[config.mk]
export PLATFORM = sky130hd
export DESIGN_NAME = regfile_sb
export DESIGN_NICKNAME = d
export VERILOG_FILES = /design/src/rtl/regfile_sb.sv
export SDC_FILE = /design/constraint.sdc
export NUM_CORES = 2
export LEC_CHECK = 0
export CAP_MARGIN = 20
export CORE_MARGIN = 10
export CORE_UTILIZATION = 55
export CTS_BUF_LIST = sky130_fd_sc_hd__clkbuf_4 sky130_fd_sc_hd__clkbuf_8
export DETAILED_ROUTE_END_ITERATION = 8
export MAX_ROUTING_LAYER = met4
export PLACE_DENSITY = 0.79
export SETUP_SLACK_MARGIN = 0.5
export SKIP_CTS_REPAIR_TIMING = 1
export SYNTH_ARGS = -nofsm -noshare
export SYNTH_HDL_FRONTEND = slang
export SYNTH_SLANG_ARGS = --single-unit
[constraint.sdc]
create_clock -name CLK -period 49.2 [get_ports CLK]
set_input_delay 9.84 -clock CLK [delete_from_list [all_inputs] [get_ports CLK]]
set_output_delay 9.84 -clock CLK [all_outputs]
set_load 0.03 [all_outputs]
[src/rtl/regfile_sb.sv]
// regfile_sb: parametrised register file with combinational reads and a per-register
// write-pending scoreboard; define REGFILE_BYPASS_EN for same-cycle writeback bypass.
module regfile_sb #(
  parameter int unsigned DATA_W   = 32,
  parameter int unsigned ADDR_W   = 5,
  parameter int unsigned NUM_RD   = 2,
  parameter int unsigned ZERO_REG = 1
) (
  input  logic                     CLK,
  input  logic                     RST,
  input  logic                     We,
  input  logic [ADDR_W-1:0]        Wadr,
  input  logic [DATA_W-1:0]        Wdata,
  input  logic [NUM_RD*ADDR_W-1:0] Radr,
  input  logic [NUM_RD-1:0]        Ren,
  output logic [NUM_RD*DATA_W-1:0] Rdata,
  input  logic                     Iss,
  input  logic [ADDR_W-1:0]        Iss_adr,
  output logic [NUM_RD-1:0]        Busy,
  output logic                     Stall
);

  localparam int unsigned DEPTH = 1 << ADDR_W;
  localparam int unsigned CNT_W = 2;
  localparam logic [CNT_W-1:0] CNT_MAX = '1;

  logic [DATA_W-1:0] regs_q [DEPTH];
  logic [CNT_W-1:0]  cnt_q  [DEPTH];
  logic [CNT_W-1:0]  cnt_d  [DEPTH];
  logic [DEPTH-1:0]  inc;
  logic [DEPTH-1:0]  dec;

  logic wadr_zero;
  logic iss_zero;
  logic we_eff;
  logic iss_eff;

  // Register 0 is hard-wired when ZERO_REG is set: writes and issues to it vanish.
  assign wadr_zero = (ZERO_REG != 0) && (Wadr == '0);
  assign iss_zero  = (ZERO_REG != 0) && (Iss_adr == '0);
  assign we_eff    = We && !wadr_zero;
  assign iss_eff   = Iss && !Stall && !iss_zero;

  for (genvar k = 0; k < NUM_RD; k++) begin : g_rd
    logic [ADDR_W-1:0] ra;
    logic              ra_zero;
    logic [CNT_W-1:0]  cnt_rd;

    assign ra      = Radr[k*ADDR_W +: ADDR_W];
    assign ra_zero = (ZERO_REG != 0) && (ra == '0);
    assign cnt_rd  = cnt_q[ra];

`ifdef REGFILE_BYPASS_EN
    logic wr_hit;
    // A matching writeback forwards its data and retires one pending write now.
    assign wr_hit = we_eff && (Wadr == ra);
    assign Rdata[k*DATA_W +: DATA_W] = ra_zero ? '0 : (wr_hit ? Wdata : regs_q[ra]);
    assign Busy[k] = wr_hit ? (cnt_rd > CNT_W'(1)) : (cnt_rd != '0);
`else
    assign Rdata[k*DATA_W +: DATA_W] = ra_zero ? '0 : regs_q[ra];
    assign Busy[k] = (cnt_rd != '0);
`endif
  end

  assign Stall = (|(Busy & Ren)) || (Iss && (cnt_q[Iss_adr] == CNT_MAX));

  // One-hot increment/decrement requests for the scoreboard.
  always_comb begin
    inc = '0;
    dec = '0;
    if (iss_eff) begin
      inc[Iss_adr] = 1'b1;
    end
    if (we_eff && (cnt_q[Wadr] != '0)) begin
      dec[Wadr] = 1'b1;
    end
  end

  always_comb begin
    for (int unsigned r = 0; r < DEPTH; r++) begin
      cnt_d[r] = cnt_q[r];
      unique case ({inc[r], dec[r]})
        2'b10: begin
          if (cnt_q[r] != CNT_MAX) begin
            cnt_d[r] = cnt_q[r] + CNT_W'(1);
          end
        end
        2'b01:   cnt_d[r] = cnt_q[r] - CNT_W'(1);
        default: cnt_d[r] = cnt_q[r];
      endcase
    end
  end

  always_ff @(posedge CLK or posedge RST) begin
    if (RST) begin
      for (int unsigned r = 0; r < DEPTH; r++) begin
        regs_q[r] <= '0;
        cnt_q[r]  <= '0;
      end
    end else begin
      for (int unsigned r = 0; r < DEPTH; r++) begin
        cnt_q[r] <= cnt_d[r];
      end
      if (we_eff) begin
        regs_q[Wadr] <= Wdata;
      end
    end
  end

endmodule

==> key figures <==
Drt
  • Post-Route WL: 167,000 µm
  • Antenna viol nets, final: 0
  • Remaining DRCs: 0
  • Routed len/inst: 30.7 µm
  • DRT Pass-1 Iters: 6
  • Drt via density: 7.00
  • Number of DRC markers in iteration 0: approximately 4.2k
  • Via count: 38.1k

Critical path
  • Worst path max stage delay: slightly above 0.8 ns
  • Cell mode on critical path: buf_4
  • Worst path required time: 39.36 ns
  • Critical Path Source Type: primary input
  • Crit Path Category: in -> out
  • Endpoint type of the worst setup path: output port
  • Critical path fanouts, max: 47
  • CP cell instances: buf_8, buf_4, buf_4, buf_4, mux4_2, mux4_2, mux2i_1, nor2_1, clkdlybuf4s50_1
  • Cell at the slowest stage of the critical path: buf_4
  • WP buf/inv: 5
  • Cell family with most CP delay: buffers and inverters
  • CP arrival: 14.78 ns

STA
  • Min Tclk post-route: 24.62 ns
  • Setup-failing EPs final: 0
  • Peak Freq: between 0.04 and 0.05 GHz
  • Crit share post-route: 0.500
  • Hold slack: 0.397 ns
  • Fin. max-slew vios: 0
  • Worst-margin pin slew: 1.18 ns
  • Post-route setup slack: approximately 25 ns
  • Clock skew: ~0.032 ns
  • Final Hold Vio Count: 0
  • Max_slew headroom: 0.214
  • Setup TNS: 0 ns
  • RSZ-0062 raised after global routing: false

Cells and area
  • Fillcell total: 7,726
  • Final Util: 0.612
  • Fin nets: 3,950
  • Area grow syn2layout: 10.3%
  • Layout cells sized above 1: 0.528

Logic synthesis
  • Post-synth net total: 4,017
  • Mapped cell area: between 50,000 and 60,000 µm²
  • Cell variety after synth: 64
  • Avg Cell Area, Syn: between 15 and 20 µm²
  • Synthesized flop and latch total: 1,088
  • Post-synth top area share: 0.457
  • Top cells by area, synth: dfrtp_1 (46%), mux4_2 (25%), mux2_2 (18%), clkbuf_1 (1.8%), mux2i_1 (1.3%)
  • EDFF count, synth: 0
  • Yosys warns: 0
  • Synth area leader: dfrtp_1
  • Ys flop type: dfrtp_1
  • Post-synthesis sequential area ratio: 0.457
  • Syn Inst Count: between 3k and 4k
  • Fraction of registers with async set/reset: 1.00

Floorplanning
  • Initial Utilization: 0.555
  • Die area: 122,000 µm²
  • Floorplan core area: between 100,000 and 150,000 µm²
  • Die Width: ~350 µm
  • # IOs: ~130
  • Num rows: 120
  • Die H: ~350 µm

Pwr
  • Static leakage: 27.9 nW
  • Max VDD drop: between 0.02 and 0.025 mV
  • PD cells: 41.8 nW/µm²
  • Total Power: 2.75 mW

Place
  • Dpl ws: 24.46 ns
  • Port bufs: 124
  • GPL Wtd Cong: 0.903
  • Dpl hpwl: 89,700 µm

Clock network
  • CTS root buf: clkbuf_8
  • CTS tree: yes
  • Clk sinks: 1,088
  • CTS Buffer Depth: 3
  • Num CTS Buffers: roughly 180
  • H-Tree Depth: 4
  • Reg clk slew, reported paths: approximately 0.060 ns
  • Worst skew pair latency: 0.88 ns

Job
  • Maximum capacitance violations: 0

Worst hold path
  • HP Class: reg -> reg

Global route
  • Initial antenna violation count: 6
  • Grt total ovfl: 0
  • Vias in the first global route: just under 40k
  • Tot GR Track Use: 0.282
  • Pin count of the biggest net entering global routing: around 200
  • First-pass GRT wire length: approximately 250,000 µm

Status
  • Status: finished clean
==> state kept, by name, summed over array words and instances, names as in the netlist <==
signal	flops
cnt_q	64
regs_q	1024
==> power by group <==
group          switching [mW]  internal, mW  total, mW
clock                   0.380         0.472      0.852
combinational           0.285         0.389      0.673
sequential              0.149          1.07       1.22
==> final timing paths <==
path / depth (start not counted) / to / slack, ns / start
max in group asynchronous: 4 / regs_q[197]$_DFFE_PP0P_ / 37.24 / RST
max: 9 / Rdata[58] / 24.58 / Radr[5]
max reg2reg: 8 / cnt_q[20]$_DFFE_PP0P_ / 46.23 / cnt_q[38]$_DFFE_PP0P_
min in group asynchronous: 2 / regs_q[439]$_DFFE_PP0P_ / 9.64 / RST
min: 0 / regs_q[1019]$_DFFE_PP0P_ / 0.40 / regs_q[1019]$_DFFE_PP0P_
min reg2reg: 0 / regs_q[1019]$_DFFE_PP0P_ / 0.40 / regs_q[1019]$_DFFE_PP0P_
==> through the flow <==
step / cell area, µm² / std cells
final: 65700 / 5437
after global routing: 65700 / 5437
after CTS: 65400 / 5421
after detailed placement: 61600 / 5107
after global placement: 61600 / 5106
after floorplan: 59500 / 3959
==> per-layer routing <==
| metal | wire (µm) | vias up | global-route usage |
|---|---|---|---|
| met3 | 15400 | 441 | 0.0678 |
| li1 | - | 15100 | - |
| met4 | 6480 | 0 | 0.118 |
| met1 | 66400 | 20500 | 0.377 |
| met5 | 0 | - | - |
| met2 | 78400 | 2038 | 0.413 |
==> cell usage after synthesis, drive strengths merged, types with 35 or more instances <==
master / instances
mux2: 978
nor2: 117
buf: 160
dfrtp: 1088
nor3: 35
xnor2: 59
mux2i: 75
nand2: 190
o21ai: 38
a21oi: 53
nand3: 41
clkbuf: 285
mux4: 648
==> cell type report <==
cell class,count,area (µm²),share of cell area
Inverter,4,27.5,0.000419
Multi-Input combinational cell,2422,30800,0.469
Clock buffer,283,3530,0.0538
Timing Repair Buffer,200,2030,0.0310
Clock inverter,31,314,0.00478
Sequential cell,1088,27200,0.415
Tap cell,1403,1760,0.0267
Antenna cell,6,15.0,0.000229
==> cells by family after synthesis <==
kind of cell,Yosys count,share of synthesized area
flops,1088,0.457
xor+xnor,59,0.00868
simple gates,479,0.0380
mux,1701,0.443
buf+inv,449,0.0304
compound gates,183,0.0230
==> cell usage in the layout (no fill, tap or decap), types with 7 or more instances in the layout <==
cell             Yosys  layout
a21oi_1             31      31
a21oi_2             21      21
buf_16               0       7
buf_4                4      66
clkbuf_4             0      59
clkbuf_8             0     225
clkdlybuf4s50_1      0     115
clkinv_2             0      16
dfrtp_1           1088    1088
mux2_2             977     977
mux2i_1             75      75
mux4_2             648     648
nand2_1            190     179
nand2_4              0       8
nand2b_1            11      11
nand3_1             22      17
nand3_2             19      20
nand4_1             31      31
nor2_1             117     102
nor2_4               0      15
nor2b_1              9       9
nor3_1              35      34
nor3b_1             10      10
o2111ai_1            9       9
o211ai_1            19      19
o211ai_2            12      11
o21ai_0             38      38
or2_2               11      11
xnor2_1             59      59
Note: power is estimated with default switching activity, not from simulation.
